===== src/rtl/dmem_arbiter_pkg.sv =====
// Shared types for the data-memory arbiter: FSM state encoding, grant
// identifiers and the write payload carried to the RAM write port.
package dmem_arbiter_pkg;

  localparam int unsigned DATA_W = 32;
  localparam int unsigned BE_W   = 4;

  typedef enum logic [1:0] {
    ST_IDLE    = 2'd0,
    ST_RD_CPU  = 2'd1,
    ST_RD_HOST = 2'd2
  } state_e;

  typedef enum logic {
    GRANT_CPU  = 1'b0,
    GRANT_HOST = 1'b1
  } grant_e;

  typedef struct packed {
    logic [BE_W-1:0]   be;
    logic [DATA_W-1:0] data;
  } wr_payload_t;

endpackage


===== src/rtl/dmem_arbiter_rr_arb2.sv =====
// Two-requester round-robin grant (bit 0 = CPU, bit 1 = host).
// Ports:
//   clk, reset  : clock, synchronous active-high reset
//   req_i[1:0]  : request vector
//   advance_i   : arbitration point; a grant here updates last_grant
//   gnt_o_c     : one-hot combinational grant
module rr_arb2
  import dmem_arbiter_pkg::*;
#(
  parameter bit FIXED_CPU_PRI = 1'b0
) (
  input  logic       clk,
  input  logic       reset,
  input  logic [1:0] req_i,
  input  logic       advance_i,
  output logic [1:0] gnt_o_c
);

  grant_e last_q, last_d;

  // Tie goes to whoever did not win last time, or always to the CPU.
  always_comb begin
    gnt_o_c = 2'b00;
    last_d  = last_q;
    case (req_i)
      2'b01:   gnt_o_c = 2'b01;
      2'b10:   gnt_o_c = 2'b10;
      2'b11:   gnt_o_c = (FIXED_CPU_PRI || (last_q == GRANT_HOST)) ? 2'b01 : 2'b10;
      default: gnt_o_c = 2'b00;
    endcase
    if (advance_i && gnt_o_c[0]) begin
      last_d = GRANT_CPU;
    end else if (advance_i && gnt_o_c[1]) begin
      last_d = GRANT_HOST;
    end
  end

  // Reset to HOST so the CPU wins the first tie.
  always_ff @(posedge clk) begin
    if (reset) begin
      last_q <= GRANT_HOST;
    end else begin
      last_q <= last_d;
    end
  end

endmodule


===== src/rtl/dmem_arbiter.sv =====
// Shares the single-port-pair data RAM between the CPU data port and the
// host CSR window with Avalon-style waitrequest handshakes.
// Ports:
//   clk, reset                 : clock, synchronous active-high reset
//   cpu_*                      : CPU byte-addressed Avalon slave (read/write)
//   host_*                     : host word-addressed Avalon slave (read/write)
//   mem_wren/byteena/wraddress/data : RAM write port (combinational)
//   mem_rdaddress / mem_q      : RAM read port, q valid one cycle after address
// Writes complete in the granting cycle; reads take two cycles.
module dmem_arbiter
  import dmem_arbiter_pkg::*;
#(
  parameter int unsigned ADDR_WIDTH    = 12,
  parameter bit          FIXED_CPU_PRI = 1'b0
) (
  input  logic                  clk,
  input  logic                  reset,
  input  logic [31:0]           cpu_address,
  input  logic                  cpu_write,
  input  logic [31:0]           cpu_writedata,
  input  logic [3:0]            cpu_byteenable,
  input  logic                  cpu_read,
  output logic [31:0]           cpu_readdata,
  output logic                  cpu_waitrequest,
  input  logic [ADDR_WIDTH-1:0] host_address,
  input  logic                  host_write,
  input  logic [31:0]           host_writedata,
  input  logic                  host_read,
  output logic [31:0]           host_readdata,
  output logic                  host_waitrequest,
  output logic                  mem_wren,
  output logic [3:0]            mem_byteena,
  output logic [ADDR_WIDTH-1:0] mem_wraddress,
  output logic [31:0]           mem_data,
  output logic [ADDR_WIDTH-1:0] mem_rdaddress,
  input  logic [31:0]           mem_q
);

  localparam int unsigned AW = ADDR_WIDTH;

  state_e          state_q, state_d;
  logic [AW-1:0]   rd_addr_q, rd_addr_d;
  logic [AW-1:0]   cpu_word;
  logic [1:0]      req, gnt;
  wr_payload_t     cpu_wr, host_wr;
  logic            unused_cpu_addr_bits;

  // CPU byte address -> word index; upper bits alias, low bits ignored.
  assign cpu_word             = cpu_address[AW+1:2];
  assign unused_cpu_addr_bits = ^{cpu_address[31:AW+2], cpu_address[1:0]};

  assign cpu_wr  = '{be: cpu_byteenable, data: cpu_writedata};
  assign host_wr = '{be: 4'hF, data: host_writedata};
  assign req     = {host_read | host_write, cpu_read | cpu_write};

  rr_arb2 #(
    .FIXED_CPU_PRI(FIXED_CPU_PRI)
  ) u_arb (
    .clk      (clk),
    .reset    (reset),
    .req_i    (req),
    .advance_i(state_q == ST_IDLE),
    .gnt_o_c  (gnt)
  );

  // Next state and RAM/requester muxing; everything idles while reset is high.
  always_comb begin
    state_d          = state_q;
    rd_addr_d        = rd_addr_q;
    cpu_waitrequest  = 1'b1;
    host_waitrequest = 1'b1;
    cpu_readdata     = 32'h0;
    host_readdata    = 32'h0;
    mem_wren         = 1'b0;
    mem_byteena      = 4'h0;
    mem_wraddress    = '0;
    mem_data         = 32'h0;
    mem_rdaddress    = '0;
    if (!reset) begin
      case (state_q)
        ST_IDLE: begin
          if (gnt[0]) begin
            if (cpu_write) begin
              mem_wren        = 1'b1;
              mem_byteena     = cpu_wr.be;
              mem_wraddress   = cpu_word;
              mem_data        = cpu_wr.data;
              cpu_waitrequest = 1'b0;
            end else begin
              mem_rdaddress = cpu_word;
              rd_addr_d     = cpu_word;
              state_d       = ST_RD_CPU;
            end
          end else if (gnt[1]) begin
            if (host_write) begin
              mem_wren         = 1'b1;
              mem_byteena      = host_wr.be;
              mem_wraddress    = host_address;
              mem_data         = host_wr.data;
              host_waitrequest = 1'b0;
            end else begin
              mem_rdaddress = host_address;
              rd_addr_d     = host_address;
              state_d       = ST_RD_HOST;
            end
          end
        end
        ST_RD_CPU: begin
          mem_rdaddress   = rd_addr_q;
          cpu_waitrequest = 1'b0;
          cpu_readdata    = mem_q;
          state_d         = ST_IDLE;
        end
        ST_RD_HOST: begin
          mem_rdaddress    = rd_addr_q;
          host_waitrequest = 1'b0;
          host_readdata    = mem_q;
          state_d          = ST_IDLE;
        end
        default: state_d = ST_IDLE;
      endcase
    end
  end

  // State and captured read address.
  always_ff @(posedge clk) begin
    if (reset) begin
      state_q   <= ST_IDLE;
      rd_addr_q <= '0;
    end else begin
      state_q   <= state_d;
      rd_addr_q <= rd_addr_d;
    end
  end

endmodule


===== config.mk =====
export PLATFORM = sky130hd
export DESIGN_NAME = dmem_arbiter
export DESIGN_NICKNAME = d
export VERILOG_FILES = /design/src/rtl/dmem_arbiter_pkg.sv /design/src/rtl/dmem_arbiter_rr_arb2.sv /design/src/rtl/dmem_arbiter.sv
export SDC_FILE = /design/constraint.sdc
export NUM_CORES = 1
export LEC_CHECK = 0
export BUFFER_PORTS_ARGS = -buffer_cell sky130_fd_sc_hd__buf_2
export CAP_MARGIN = 15
export CORE_AREA = 2 2 109 111
export CTS_BUF_LIST = sky130_fd_sc_hd__clkbuf_8
export CTS_CLUSTER_SIZE = 12
export DETAILED_ROUTE_END_ITERATION = 6
export DIE_AREA = 0 0 111 113
export SYNTH_ARGS = -nofsm -noshare
export SYNTH_HDL_FRONTEND = slang
export SYNTH_HIERARCHICAL = 1
export SYNTH_SLANG_ARGS = --single-unit
export TNS_END_PERCENT = 20

===== constraint.sdc =====
create_clock -name clk -period 4.94 [get_ports clk]
set_clock_uncertainty 0.1 [all_clocks]
set_input_delay 0.988 -clock clk [delete_from_list [all_inputs] [get_ports clk]]
set_output_delay 0.988 -clock clk [all_outputs]
set_load 0.05 [all_outputs]

==> results.sh, run 1 <==
export IMPL_dpl_instance_area_um2=3620
export IMPL_grt_max_degree=39
export IMPL_avgSynthCellArea_um2=6.67
export IMPL_die_y_um=113
export IMPL_hold_viol=0
export IMPL_drt_pass1_iterations=4
export IMPL_postCtsSetupBuffers=0
export IMPL_synth_top_cells_by_area="a22oi_1 (19%), and2_1 (19%), dfxtp_1 (14%)"
export IMPL_outcome="complete, no violations"
export IMPL_htree_levels=1
export IMPL_synth_top_area_cell="a22oi_1"
export IMPL_gp_congestion=0.780
export IMPL_start_util=0.197
export IMPL_routed_wirelength_um=10500
export IMPL_crit_arrival_ns=2.92
export IMPL_final_common_cell="buf_2"
export IMPL_synth_seq_cells=15
export IMPL_nets=720
export IMPL_cts_hold_buf=0
export IMPL_drv_cap=0
export IMPL_critPathMaxFanout=38
export IMPL_yosysWarnings=6
export IMPL_die_w_um=111
export IMPL_route_detailed_drc=0
export IMPL_multi_input_comb_area_um2=1720
export IMPL_dp_hpwl_um=8620
export IMPL_crit_type="in2out"
export IMPL_gr_total_overflow=0
export IMPL_rsz0062_at_grt="no"
export IMPL_cts_resized=0
export IMPL_clock_latency_ns=0.25
export IMPL_synthDistinctLibCells=28
export IMPL_syn_inst=332
export IMPL_viasPerCell=4.65
export IMPL_fin_area_um2=3660
export IMPL_r2r_setup_slack_ns=2.74
export IMPL_first_iter_violations=205
export IMPL_synth_area_um2=2220
export IMPL_drive_above_1_share=0.506
export IMPL_final_setup_viol_count=0
export IMPL_dp_cells=704
export IMPL_n_antenna_cell=0
export IMPL_post_place_ws_ns=0.917
export IMPL_reg2regPathDepth=5
export IMPL_synth_seq_area_share=0.136
export IMPL_port_buffer_count=256
export IMPL_area_growth_synth_to_final_pct=65.4
export IMPL_min_from="rd_addr_q[3]"
export IMPL_cts_made_buffers=3
export IMPL_synth_fp_nets=486
export IMPL_fmax_mhz=250
export IMPL_slew_viol_final=0
export IMPL_required_ns=3.85
export IMPL_cp_end_kind="output pin"
export IMPL_min_path_cells=2
export IMPL_grt_pass1_wl_um=15700
export IMPL_finalSetupTns_ns=0
export IMPL_worst_pin_slew_ns=0.948
export IMPL_worst_ir_drop_vdd_mv=0.0873
export IMPL_num_io_pins=277
export IMPL_drtAntennaViolNets=0
export IMPL_fp_row_count=39
export IMPL_grt_usage=0.153
export IMPL_ff_latch_area_um2=300
export IMPL_final_cells=708
export IMPL_fin_crit_sh=0.811
export IMPL_clkTransAtPathRegs_ns=0.07
export IMPL_synth_top_area_share=0.190
export IMPL_r2r_start="state_q[0]"
export IMPL_hold_end="rd_addr_q[3]"
export IMPL_clk_path_buf_depth=2
export IMPL_start_kind="input pin"
export IMPL_wl_per_cell_um=14.9
export IMPL_fin_crit_ns=4.01
export IMPL_grt_pass1_vias=3058
export IMPL_leakagePower_nw=2.00
export IMPL_coreArea_um2=11300
export IMPL_clock_sinks=15
export IMPL_final_setup_worst_slack_ns=0.934
export IMPL_nFillCells=1196
export IMPL_cts_tree="yes"
export IMPL_dieArea_um2=12500
export IMPL_hp_class="reg2reg"
export IMPL_clk_root_buffer_cell="clkbuf_8"
export IMPL_slew_headroom=0.365
export IMPL_reg2reg_to="rd_addr_q[0]"
export IMPL_num_vias=3293
export IMPL_layout_common_cells="buf_2 (256), and2_1 (65), a22oi_1 (56)"
export IMPL_p_per_area_nw_per_um2=204
export IMPL_antenna_found_initial=0
## synth_stat cells
master    count
inv_1        16
buf_2        12
o21ai_0      12
a21oi_1       7
and2_1       66
nand2_1      14
a22oi_1      56
o22ai_1       2
and3_1        1
or2_2         2
a21boi_0      2
or3b_4        1
nor2_1       51
a221oi_1      2
a211oi_1     12
a21o_1        1
and3b_1       1
dfxtp_1      15
buf_6         1
nor2b_1      17
o21bai_1      1
ha_1          4
clkbuf_1     20
nand2b_1      3
a221oi_2     10
nor3b_1       1
o21bai_2      1
buf_1         1
## worst max-delay path, stage by stage
cell and delay [ns]:
buf_2 0.12, or2_2 0.31, a21boi_0 0.31, and3b_1 0.22, buf_4 0.34, a22oi_1 0.15, nor2_1 0.16, buf_2 0.30
## cells by family (layout without fill, tap and decap cells)
logic type      after synthesis  after routing  synth area share
compound gates              106            106             0.373
flops                        15             15             0.136
simple gates                157            157             0.374
buf+inv                      50            283            0.0949
fa+ha+maj                     4              4            0.0226
## per-stage QoR
step / total power (W) / hold WS (ns) / utilization
2_1_floorplan: 0.000497 / 0.337 / -
3_3_place_gp: 0.000640 / 0.348 / 0.321
3_5_place_dp: 0.000647 / 0.350 / 0.321
4_1_cts: 0.000755 / 0.362 / 0.325
5_1_grt: 0.000795 / 0.379 / 0.325
6_report: 0.000749 / 0.361 / 0.325
## where the power goes
part	switching (W)	internal (W)
clock network	0.0000522	0.0000568
registers	0.00000882	0.000137
logic	0.000344	0.000150
total	0.000405	0.000344
## how the worst max path moves through the flow
stage	from	endpoint	slack, ns	cells after the start
2_1_floorplan	host_write	mem_rdaddress[10]	0.44	7
3_5_place_dp	host_write	mem_data[4]	0.92	8
6_report	cpu_write	mem_data[13]	0.93	8
5_1_grt	cpu_write	mem_data[30]	0.77	8
4_1_cts	cpu_write	mem_data[4]	0.91	8
3_3_place_gp	host_write	mem_data[4]	0.92	8
## registers in the layout, summed over array words and instances, names as in the netlist
| name | cells |
|---|---|
| rd_addr_q | 12 |
| u_arb/last_q | 1 |
| state_q | 2 |
## layout make-up
class,instances,area share
timing repair buffer,263,0.371
sequential,15,0.0819
clock inverter,1,0.00205
clock buffer,3,0.0113
inverter,16,0.0164
tap,143,0.0488
multi-input combinational,267,0.469
## metal layers
layer	up-vias	part of all wire	global-route usage
li1	1621	-	-
met1	1494	0.43	0.200
met2	168	0.49	0.269
met3	10	0.067	0.0161
met4	0	0.015	0.0408
met5	-	0	0
(Power assumes the default switching activity.)
==> run 2, diff against run 1 <==
clock period = 4.2 ns   (was 4.94 ns; I/O delays follow)
==> run 2 against run 1 <==
Net effect: sequential share of layout area about the same; die area unchanged; largest power group unchanged; critical endpoint is now mem_data[4]; hold slack improved by 0.0011 ns; first-iteration DRC count decreased by 21%; largest cell class unchanged.
==> results.sh, run 2 (same netlist as run 1, synthesis figures left out) <==
export IMPL_outcome="complete, no violations"
export IMPL_switchingPower_w=0.000467
export IMPL_gp_congestion=0.783
export IMPL_final_setup_viol_count=0
export IMPL_num_vias=3329
export IMPL_ff_latch_area_um2=300
export IMPL_clock_sinks=15
export IMPL_layout_common_cells="buf_2 (256), and2_1 (65), a22oi_1 (56)"
export IMPL_area_growth_synth_to_final_pct=65.7
export IMPL_crit_arrival_ns=2.83
export IMPL_routed_wirelength_um=9840
export IMPL_worst_pin_slew_ns=0.679
export IMPL_num_io_pins=277
export IMPL_nets=722
export IMPL_drv_cap=0
export IMPL_clk_root_buffer_cell="clkbuf_8"
export IMPL_crit_type="in2out"
export IMPL_seq_power_share=0.198
export IMPL_cp_top_family="buffers and inverters"
export IMPL_r2r_start="u_arb/last_q"
export IMPL_cp_buffers_inverters=3
export IMPL_required_ns=3.26
export IMPL_antenna_found_initial=0
export IMPL_cts_resized=0
export IMPL_route_detailed_drc=0
export IMPL_crit_chain="buf_2, or2_2, a21boi_0, and3b_1, buf_4, a22oi_1, nor2_1, buf_2"
export IMPL_p_per_area_nw_per_um2=238
export IMPL_start_util=0.197
export IMPL_leakagePower_nw=2.01
export IMPL_critPathMostFrequentCell="buf_2"
export IMPL_r2r_setup_slack_ns=1.99
export IMPL_dp_hpwl_um=7960
export IMPL_reg2regPathDepth=6
export IMPL_critPathMaxStageDelay_ns=0.36
export IMPL_grt_pass1_vias=3052
export IMPL_fin_crit_sh=0.898
export IMPL_die_y_um=113
export IMPL_slew_viol_final=0
export IMPL_hold_end="rd_addr_q[8]"
export IMPL_fin_crit_ns=3.77
export IMPL_nFillCells=1190
export IMPL_gr_total_overflow=0
export IMPL_regMostFlops="rd_addr_q"
export IMPL_drive_above_1_share=0.504
export IMPL_grt_usage=0.143
export IMPL_grt_pass1_wl_um=15200
export IMPL_dieArea_um2=12500
export IMPL_min_path_cells=2
export IMPL_drt_pass1_iterations=4
export IMPL_start_kind="input pin"
export IMPL_cts_made_buffers=3
export IMPL_clk_path_buf_depth=2
export IMPL_whs_ns=0.363
export IMPL_fp_row_count=39
export IMPL_postCtsSetupBuffers=0
export IMPL_multi_input_comb_area_um2=1710
export IMPL_wl_per_cell_um=13.9
export IMPL_n_antenna_cell=0
export IMPL_cts_hold_buf=0
export IMPL_htree_levels=1
export IMPL_pwr_share_clk=0.136
export IMPL_worst_ir_drop_vdd_mv=0.133
export IMPL_drtAntennaViolNets=0
export IMPL_swShare=0.536
export IMPL_clock_latency_ns=0.25
export IMPL_cp_slowest_cell="a21boi_0"
export IMPL_min_from="rd_addr_q[8]"
export IMPL_finalSetupTns_ns=0
export IMPL_top_regs="rd_addr_q: 12 flops, state_q: 2 flops, u_arb/last_q: 1 flops"
export IMPL_die_w_um=111
export IMPL_clkTransAtPathRegs_ns=0.06
export IMPL_critPathMaxFanout=38
export IMPL_rsz0062_at_grt="no"
export IMPL_cts_tree="yes"
export IMPL_total_power_w=0.000873
export IMPL_first_iter_violations=161
export IMPL_slew_headroom=0.546
export IMPL_reg2reg_to="rd_addr_q[10]"
export IMPL_cp_end_kind="output pin"
export IMPL_intPower_w=0.000405
export IMPL_combinationalPowerShare=0.666
export IMPL_final_common_cell="buf_2"
export IMPL_hold_viol=0
export IMPL_hp_class="reg2reg"
export IMPL_fmax_mhz=265
export IMPL_viasPerCell=4.69
export IMPL_coreArea_um2=11300
export IMPL_grt_max_degree=49
export IMPL_largest_reg_flops=12
export IMPL_port_buffer_count=256
## run 2: how the worst max path moves through the flow
stage               slack, ns  startpoint  depth (start not counted)                to
floorplan           -0.000005  host_write                          7  mem_rdaddress[2]
global placement         0.56   cpu_write                          8       mem_data[3]
detailed placement       0.45   cpu_write                          8       mem_data[4]
CTS                      0.43   cpu_write                          8       mem_data[4]
global route             0.21   cpu_write                          8       mem_data[2]
finish                   0.43   cpu_write                          8       mem_data[4]
## run 2: worst reg2reg max path, stage by stage (launching register included)
cell,delay (ns)
dfxtp_1,0.36
inv_1,0.06
a21boi_2,0.24
buf_4,0.33
or3b_4,0.20
nand2_1,0.38
a221oi_1,0.43
## run 2: area by class of cell
type / count / share of cell area
multi-input cells: 267 / 0.466
clock buffers: 3 / 0.0112
well taps: 143 / 0.0487
flip-flops and latches: 15 / 0.0818
inverters: 16 / 0.0164
repair buffers: 265 / 0.374
clock inverters: 1 / 0.00136
## run 2: power by group through the flow
stage	combinational [W]	clock, W	sequential [W]
floorplan	0.000412	0	0.000173
global placement	0.000574	0	0.000174
detailed placement	0.000583	0	0.000175
CTS	0.000584	0.000120	0.000172
global route	0.000624	0.000126	0.000175
finish	0.000581	0.000119	0.000173
## run 2: routing by layer
metal	vias to the layer above	track usage	wire length, um
met5	-	0	0
met2	157	0.266	4990
met1	1538	0.181	4130
li1	1628	-	-
met3	6	0.0171	619
met4	0	0.0225	99
## run 2: per-stage QoR
step	utilization	std cells	cell area [um2]	setup WS [ns]
floorplan	-	332	2220	-0.00000488
global placement	0.322	706	3630	0.556
detailed placement	0.322	706	3630	0.452
CTS	0.326	710	3670	0.427
global route	0.326	710	3670	0.212
finish	0.326	710	3670	0.430
